File: config.mk
export PLATFORM = sky130hd
export DESIGN_NAME = door_ctrl_flat
export DESIGN_NICKNAME = d
export VERILOG_FILES = /design/src/rtl/door_pkg.sv /design/src/rtl/door_ctrl_if.sv /design/src/rtl/door_ctrl_edge_det.sv /design/src/rtl/door_ctrl.sv /design/src/flat_wrapper.sv
export SDC_FILE = /design/constraint.sdc
export NUM_CORES = 1
export LEC_CHECK = 0
export ABC_AREA = 1
export CORE_MARGIN = 8
export CORE_UTILIZATION = 55
export DETAILED_ROUTE_END_ITERATION = 7
export GPL_TIMING_DRIVEN = 0
export PLACE_DENSITY = 0.81
export SYNTH_ARGS = -nofsm -noshare
export SYNTH_HDL_FRONTEND = slang
export SYNTH_SLANG_ARGS = --single-unit
File: constraint.sdc
create_clock -name clk -period 2.7 [get_ports clk]
set_input_delay 0.54 -clock clk [delete_from_list [all_inputs] [get_ports clk]]
set_output_delay 0.54 -clock clk [all_outputs]
set_load 0.01 [all_outputs]
File: src/rtl/door_pkg.sv
// rtl/door_pkg.sv - door controller state encoding and defaults
// Shared by door_ctrl and its bench: state enum and default travel time.
package door_pkg;

  typedef enum logic [1:0] {
    CLOSED    = 2'd0,
    OPENING   = 2'd1,
    OPEN_HOLD = 2'd2,
    CLOSING   = 2'd3
  } door_state_t;

  // 1 s of door travel at the 50 Hz system clock
  localparam int TRAVEL_TICKS_DEF = 50;

endpackage

File: src/rtl/door_ctrl_if.sv
// rtl/door_ctrl_if.sv - link between the door controller and the 2 s hold-timer pair
// Signals:
//   tmr_run   : timer count enable (controller -> timer)
//   tmr_clr_n : timer clear, active-low (controller -> timer)
//   hold_c100 : timer carry; its fall ends the hold (timer -> controller)
// Modports: master = door controller, slave = hold timer.
interface door_ctrl_if;
  logic tmr_run;
  logic tmr_clr_n;
  logic hold_c100;

  modport master (output tmr_run, output tmr_clr_n, input hold_c100);
  modport slave  (input tmr_run, input tmr_clr_n, output hold_c100);
endinterface

File: src/rtl/door_ctrl_edge_det.sv
// rtl/door_ctrl_edge_det.sv - one-bit registered rise/fall detector
// Ports:
//   clk, rst : clock, synchronous active-high reset (previous value clears to 0)
//   d        : input level
//   rise     : d is 1 now and was 0 last cycle
//   fall     : d is 0 now and was 1 last cycle
module edge_det (
  input  logic clk,
  input  logic rst,
  input  logic d,
  output logic rise,
  output logic fall
);

  logic d_prev;

  always_ff @(posedge clk) begin
    if (rst) d_prev <= 1'b0;
    else     d_prev <= d;
  end

  assign rise = d & ~d_prev;
  assign fall = ~d & d_prev;

endmodule

File: src/rtl/door_ctrl.sv
// rtl/door_ctrl.sv - elevator car door controller driving the hold-timer pair
// Optional feature macro: DOOR_OBSTRUCT_EN (door-edge sensor reverses a close
// and blocks the close button during the hold).
// Ports:
//   clk, rst          : 50 Hz clock, synchronous active-high reset
//   arr               : car stopped level at a floor
//   btn_open/btn_close: door buttons, level
//   obstruct          : door-edge sensor (only with DOOR_OBSTRUCT_EN)
//   tmr               : hold-timer link (run, clear_n out; carry in)
//   motor_open/close  : door drive commands
//   door_closed       : door fully closed
//   depart_ok         : one-cycle pulse when a close completes
module door_ctrl
  import door_pkg::*;
#(
  parameter int TRAVEL_TICKS = TRAVEL_TICKS_DEF
) (
  input  logic          clk,
  input  logic          rst,
  input  logic          arr,
  input  logic          btn_open,
  input  logic          btn_close,
  input  logic          obstruct,
  door_ctrl_if.master   tmr,
  output logic          motor_open,
  output logic          motor_close,
  output logic          door_closed,
  output logic          depart_ok
);

  localparam int PW = $clog2(TRAVEL_TICKS + 1);
  localparam logic [PW-1:0] POS_TOP = PW'(TRAVEL_TICKS);

  door_state_t   state, state_nxt;
  logic [PW-1:0] pos, pos_nxt;
  logic          depart_nxt;
  logic          arr_rise, arr_fall_unused;
  logic          hold_fall, hold_rise_unused;
  logic          obs;

`ifdef DOOR_OBSTRUCT_EN
  assign obs = obstruct;
`else
  logic unused_obstruct;
  assign unused_obstruct = obstruct;
  assign obs = 1'b0;
`endif

  edge_det u_arr_edge (
    .clk  (clk),
    .rst  (rst),
    .d    (arr),
    .rise (arr_rise),
    .fall (arr_fall_unused)
  );

  edge_det u_hold_edge (
    .clk  (clk),
    .rst  (rst),
    .d    (tmr.hold_c100),
    .rise (hold_rise_unused),
    .fall (hold_fall)
  );

  always_ff @(posedge clk) begin
    if (rst) begin
      state     <= CLOSED;
      pos       <= '0;
      depart_ok <= 1'b0;
    end else begin
      state     <= state_nxt;
      pos       <= pos_nxt;
      depart_ok <= depart_nxt;
    end
  end

  // Transitions are taken on the cycle whose position update lands on the
  // end stop, so a full stroke spends exactly TRAVEL_TICKS cycles in motion.
  // Direction changes leave pos untouched, so a reopen retraces only the
  // distance already closed.
  always_comb begin
    state_nxt  = state;
    pos_nxt    = pos;
    depart_nxt = 1'b0;
    case (state)
      CLOSED: begin
        if (arr_rise || (arr && btn_open)) state_nxt = OPENING;
      end
      OPENING: begin
        if (!arr) begin
          state_nxt = CLOSING;
        end else begin
          if (pos != POS_TOP) pos_nxt = pos + PW'(1);
          if (pos >= POS_TOP - PW'(1)) state_nxt = OPEN_HOLD;
        end
      end
      OPEN_HOLD: begin
        if (!arr)                     state_nxt = CLOSING;
        else if (btn_open)            state_nxt = OPEN_HOLD;
        else if (btn_close && !obs)   state_nxt = CLOSING;
        else if (hold_fall)           state_nxt = CLOSING;
      end
      CLOSING: begin
        // Reopen request wins over completing the close in the same cycle.
        if (arr && (btn_open || obs)) begin
          state_nxt = OPENING;
        end else begin
          if (pos != '0) pos_nxt = pos - PW'(1);
          if (pos <= PW'(1)) begin
            state_nxt  = CLOSED;
            depart_nxt = 1'b1;
          end
        end
      end
      default: state_nxt = CLOSED;
    endcase
  end

  assign motor_open    = (state == OPENING);
  assign motor_close   = (state == CLOSING);
  assign door_closed   = (state == CLOSED);
  assign tmr.tmr_run   = (state == OPEN_HOLD);
  // Combinational on btn_open so the timer clears in the same cycle as the press.
  assign tmr.tmr_clr_n = (state == OPEN_HOLD) && !btn_open;

endmodule

File: src/flat_wrapper.sv
// flat-port wrapper written by rule: the top's interface ports become plain ports
module door_ctrl_flat import door_pkg::*;
#(
  parameter int TRAVEL_TICKS = TRAVEL_TICKS_DEF
)
  (clk, rst, arr, btn_open, btn_close, obstruct, motor_open, motor_close, door_closed, depart_ok, tmr_tmr_run, tmr_tmr_clr_n, tmr_hold_c100);
  door_ctrl_if tmr_i ();
  input  logic clk;
  input  logic rst;
  input  logic arr;
  input  logic btn_open;
  input  logic btn_close;
  input  logic obstruct;
  output logic motor_open;
  output logic motor_close;
  output logic door_closed;
  output logic depart_ok;
  output wire logic [$bits(tmr_i.tmr_run)-1:0] tmr_tmr_run;
  output wire logic [$bits(tmr_i.tmr_clr_n)-1:0] tmr_tmr_clr_n;
  input wire logic [$bits(tmr_i.hold_c100)-1:0] tmr_hold_c100;
  assign tmr_tmr_run = tmr_i.tmr_run;
  assign tmr_tmr_clr_n = tmr_i.tmr_clr_n;
  assign tmr_i.hold_c100 = tmr_hold_c100;
  door_ctrl #(.TRAVEL_TICKS(TRAVEL_TICKS)) u_core (.clk(clk), .rst(rst), .arr(arr), .btn_open(btn_open), .btn_close(btn_close), .obstruct(obstruct), .tmr(tmr_i), .motor_open(motor_open), .motor_close(motor_close), .door_closed(door_closed), .depart_ok(depart_ok));
endmodule
### Yosys cells after proc, flatten, opt, wreduce, memory -nomap -nowiden

Index checks and enable logic that the tools add are counted.

| cells by class | value |
|---|---|
| equal/unequal tests | 12 |
| bitwise logic cells | 5 |
| reductions and logical operators | 10 |
| $add $sub $neg | 2 |
| magnitude comparators | 2 |
| multiplexer cells | 16 |

Operator list:

| kind | number |
|---|---|
| two-way mux 6 bit | 4 |
| two-way mux 2 bit | 9 |
| case mux 6 bit (2 select lines) | 1 |
| case mux 2 bit (4 select lines) | 1 |
| adder 6 x 1 -> 6 bit, second input constant | 1 |
| greater-or-equal comparator 6 bit, second input constant | 1 |
| <= comparator 6 x 1 -> 1 bit, second input constant | 1 |
| != test 2 x 1 -> 1 bit, second input constant | 3 |
| != test 6 bit, second input constant | 1 |
| nonzero test 6 bit | 1 |
| subtractor 6 x 1 -> 6 bit, second input constant | 1 |
| != test 5 x 4 -> 1 bit, second input constant | 1 |
| AND reduction 5 bit | 1 |
| equality test 2 bit, second input constant | 2 |
| != test 2 bit, second input constant | 2 |
| AND reduction 4 bit | 1 |
| != test 3 x 1 -> 1 bit, second input constant | 1 |
| != test 3 x 2 -> 1 bit, second input constant | 1 |
| NOT 1 bit | 3 |
| OR reduction 3 bit | 1 |
| AND 1 bit | 2 |
| equality test 2 x 1 -> 1 bit, second input constant | 1 |
| logical AND 1 bit | 2 |
| logical NOT 2 bit | 1 |
| 4 further kinds | 4 |

| storage, ports and cells | value |
|---|---|
| input bits | 7 |
| bits in registers | 11 |
| output and inout port bits | 6 |

### Depth between registers and ports, before layout

| logic depth | value |
|---|---|
| depth in word-level cells | 7 |
| gate-level depth with buffers | 12 |
| gate-level depth less buffers | 12 |

### Hierarchy

From an unflattened synthesis, not the netlist that was laid out.

| unflattened totals | value |
|---|---|
| cells, all modules | 137 |
| area, all modules | 934.6 um2 |

Modules (own cells, without submodules):

| module | area an instance (um2) | instances | cells each |
|---|---|---|---|
| door_ctrl | 857.1 | 1 | 125 |
| edge_det | 38.8 | 2 | 6 |

### Worst setup path before layout

No wires, ideal clock.

| timing | value |
|---|---|
| kind | register to register |
| start | register u_core.state[0] |
| end | register u_core.pos[3] |
| arrival | 1299 ps |
| setup time | 113 ps |
| stages on the path, launching flop included | 9 |
| period minus slack after synthesis | 1412 ps |
| setup slack | 1288 ps |
| cells stage by stage | dfxtp_1 -> ha_1 -> inv_2 -> nand2_2 -> nand3_2 -> nor2_2 -> nand4_1 -> nand2_1 -> nor2_1 |

| on the way | value |
|---|---|
| cells in the longest elaborated chain, start to end | 3 |
| elaborated cells on any way between the ends | 9 |
| classes of those cells | eq/ne (6); mux (1); reduce/logical (2) |

RTL lines:

| item | line | text |
|---|---|---|
| start: declaration | door_ctrl.sv:34 | `door_state_t state, state_nxt;` |
| start signal: assignment | door_ctrl.sv:71 | `state <= state_nxt;` |
| equality test 2 bit * | n/a |  |
| via motor_close | flat_wrapper.sv:15 | `output logic motor_close;` |
| != test 2 bit (no source line), or another cell as far along | n/a |  |
| AND reduction 5 bit (no source line) | n/a |  |
| end signal: assignment | door_ctrl.sv:72 | `pos <= pos_nxt;` |
| end: declaration | door_ctrl.sv:35 | `logic [PW-1:0] pos, pos_nxt;` |

Mark *: on every way through the listed nets, which the timed path passes. The rest lies on a longest branch.
A chain may end at the register's enable or synchronous reset.

### Final worst setup path

| timing | value |
|---|---|
| start | input btn_open |
| end | output tmr_tmr_clr_n |

| on the way | value |
|---|---|
| cells in the longest elaborated chain, start to end | 2 |

RTL lines:

| item | line | text |
|---|---|---|
| start: declaration | flat_wrapper.sv:11 | `input logic btn_open;` |
| logical NOT 1 bit | door_ctrl.sv:124 | `assign tmr.tmr_clr_n = (state == OPEN_HOLD) && !btn_open;` |
| logical AND 1 bit | door_ctrl.sv:124 |  |
| end: declaration | flat_wrapper.sv:19 | `output wire logic [$bits(tmr_i.tmr_clr_n)-1:0] tmr_tmr_clr_n;` |

Every way passes these cells.

==> implementation parameters <==
Parameter                              Value

Status
  Run status    completed

STA
  Actual slew at the worst max-slew pin    0.312 ns
  Number of hold violations in the final report    0
  Largest clock skew in the final design    0.00653 ns
  RSZ-0062 raised after global routing    false
  Final number of setup-violating endpoints    0
  Setup TNS after final layout    0 ns
  Remaining max-slew budget at the tightest pin    0.792
  Clock period minus worst slack    2.22 ns
  Highest attainable clock frequency    about 0.45 GHz
  Final clock period utilization by the worst path    0.823
  Slew Limit Fails    0

Place
  Port bufs    11
  Half-perimeter wire length of the detailed placement result    1500 um
  Global placement routability congestion    0.772
  Count of placed standard cells including taps    157

Floorplanning
  Die area    0.00307 mm^2
  Standard-cell rows    14
  Vertical die dimension    55.4 um
  Width of the die    55.4 um
  Starting utilization of the core area    0.573
  Count of pins on the block boundary    13
  CORE AREA    0.00149 mm^2

Setup path
  Data arrival, critical path    between 1.5 and 2 ns
  Required time of the critical path    2.16 ns
  Biggest fanout along the worst timing path    4
  Nature of the critical path startpoint    input port
  Logic depth of the worst register-to-register path    8
  Critical Path End Type    primary output
  Type of the worst setup path    in2out

Pwr
  Power share of the clock group    0.130
  Switching power as a share of total power    0.456
  Power per unit of standard cell area    893 mW/mm^2
  Maximum resistive drop on vdd    0.000502 V
  Share of total power in combinational logic    0.603
  Internal Dissipation    around 0.5 mW
  Leakage dissipation    0.511 nW
  Flop pwr share    0.267
  Switching Power    0.411 mW

Synth
  Async set-reset flop share out of synthesis    0
  Most used standard cell by instance count after synthesis    sky130_fd_sc_hd__nand2_1
  Number of nets produced by synthesis    145
  Number of different library cells in the post-synthesis netlist    21
  Synth cell count leaders    sky130_fd_sc_hd__nand2_1 (29), sky130_fd_sc_hd__nor2_1 (25), sky130_fd_sc_hd__inv_1 (21)
  Primary FF master, synth    sky130_fd_sc_hd__dfxtp_1
  Post-synth EDFFs    0
  Area share of the largest cell type after synthesis    0.258
  Most area-hungry cell type in the Yosys netlist    sky130_fd_sc_hd__dfxtp_1
  Average cell area after synthesis    6.56 um^2
  Summed instance area of the synthesized netlist    853 um^2
  Total of flip-flops plus latches after synthesis    11
  Synthesized instance count    130
  Sequential area share after synthesis    0.258
  Warnings, synthesis    0
  Top post-synthesis cells by area    sky130_fd_sc_hd__dfxtp_1 (26%), sky130_fd_sc_hd__nand2_1 (13%), sky130_fd_sc_hd__ha_1 (12%)

Clocking
  CTS Hold Bufs    0
  Number of sinks driven by the clock tree    11
  Clock tree from TritonCTS    done
  Number of H-tree branching levels    1
  Clock transition at path regs    0.07 ns
  Number of buffers inserted by post-CTS setup repair    0
  Gates resized, CTS repair    0
  Buffer type at the clock tree root    sky130_fd_sc_hd__clkbuf_4
  Number of buffers created by CTS    3
  Clock tree buffer depth    2
  Clock latency of the later-clocked register in the worst-skew pair    0.27 ns

Cells and area
  Final cell count without fillers    161
  Net count of the finished layout    161
  Synthesis-to-finish area growth    18.3%
  Number of diodes    0
  Share of post-route cells with drive strength above 1    0.0897
  Fill cells    142

Detailed routing
  Routed length per instance    11.3 um
  Post-detailed-routing wire length    1820 um
  Post-route antenna net violation count    0
  Detailed Routing Iterations Pass 1    4
  Number of vias per cell    5.27
  Number of violations reported at the end of detailed-routing iteration 0    14
  Number of remaining DRC errors    0
  Via count    848

GRT
  Residual overflow from global routing    0
  Number of global-route vias before repair    810
  Global-route wire length before repair    about 3200 um
  Largest net degree at the start of global routing    8
  Antenna violations before repair    0
  Total GRT Usage    0.125

Worst hold path
  Path class of the lowest-slack min-delay path    reg2reg
  Count of cells along the worst hold path    2

Run
  Number of maximum-capacitance violations    0
## sequential cells by signal (all words and copies together) (netlist names)
register / count
u_core.pos: 6
u_core.u_arr_edge.d_prev: 1
u_core.state: 2
u_core.depart_ok: 1
u_core.u_hold_edge.d_prev: 1
## cell families after synthesis
group / share of synthesized area
and+or+nand+nor: 0.434
buffers and inverters: 0.110
adders and majority gates: 0.117
AOI/OAI and AO/OA: 0.0499
DFF: 0.258
xor gates and xnor gates: 0.0308
## power by group through the flow
stage                     Combinational, mW  Clock (mW)  Sequential (mW)
final                                 0.544       0.117            0.241
after global routing                  0.617       0.126            0.249
after CTS                             0.550       0.119            0.241
after detailed placement              0.546           0            0.245
after global placement                0.532           0            0.242
after floorplan                       0.405           0            0.234
## final cells by class
| type | instances | area (um^2) | area share |
|---|---|---|---|
| inverters | 22 | 82.6 | 0.0818 |
| plain buffers | 1 | 11.3 | 0.0112 |
| flip-flops and latches | 11 | 220 | 0.218 |
| clock buffers | 4 | 26.3 | 0.0260 |
| repair buffers | 11 | 110 | 0.109 |
| well taps | 16 | 20.0 | 0.0198 |
| multi-input cells | 96 | 539 | 0.534 |
## layer usage
layer / vias to the layer above / routed length, um / track usage / part of all wire
met4: 0 / 51 / 0.0880 / 0.028
li1: 437 / - / - / -
met5: - / 0 / 0 / 0
met1: 383 / 751 / 0.133 / 0.41
met2: 20 / 949 / 0.210 / 0.52
met3: 8 / 71 / 0.0274 / 0.039
## worst paths after layout
path,from,end,slack [ns]
setup / recovery,btn_open,tmr_tmr_clr_n,0.48
hold / removal,u_core.state[1],u_core.state[1],0.52
setup reg to reg,u_core.state[0],u_core.pos[5],1.03
hold reg to reg,u_core.state[1],u_core.state[1],0.52
## metrics by stage
step / instance area, um^2 / hold slack (ns) / power (mW) / util / worst slack [ns]
after floorplan: 853 / 0.491 / 0.638 / - / 1.29
after global placement: 983 / 0.508 / 0.774 / 0.661 / 0.507
after detailed placement: 983 / 0.518 / 0.791 / 0.661 / 0.486
after CTS: 1010 / 0.527 / 0.910 / 0.678 / 0.472
after global routing: 1010 / 0.565 / 0.992 / 0.678 / 0.411
final: 1010 / 0.523 / 0.902 / 0.678 / 0.478
## worst max-delay path, stage by stage
cell and delay (ns):
sky130_fd_sc_hd__clkdlybuf4s50_1 0.46, sky130_fd_sc_hd__nor2_1 0.14, sky130_fd_sc_hd__clkdlybuf4s50_1 0.55
## layout by cell type (no fill, tap or decap), types with 2 or more instances in the layout
| cell type | instances |
|---|---|
| sky130_fd_sc_hd__nand2_1 | 29 |
| sky130_fd_sc_hd__nor2_1 | 25 |
| sky130_fd_sc_hd__inv_1 | 21 |
| sky130_fd_sc_hd__clkdlybuf4s50_1 | 11 |
| sky130_fd_sc_hd__dfxtp_1 | 11 |
| sky130_fd_sc_hd__nand3_1 | 8 |
| sky130_fd_sc_hd__ha_1 | 8 |
| sky130_fd_sc_hd__nand4_1 | 5 |
| sky130_fd_sc_hd__a21oi_1 | 5 |
| sky130_fd_sc_hd__nand3_2 | 3 |
| sky130_fd_sc_hd__clkbuf_4 | 3 |
| sky130_fd_sc_hd__nor2_4 | 2 |
| sky130_fd_sc_hd__o21ai_0 | 2 |
| sky130_fd_sc_hd__xor2_1 | 2 |
(Power assumes the default switching activity.)
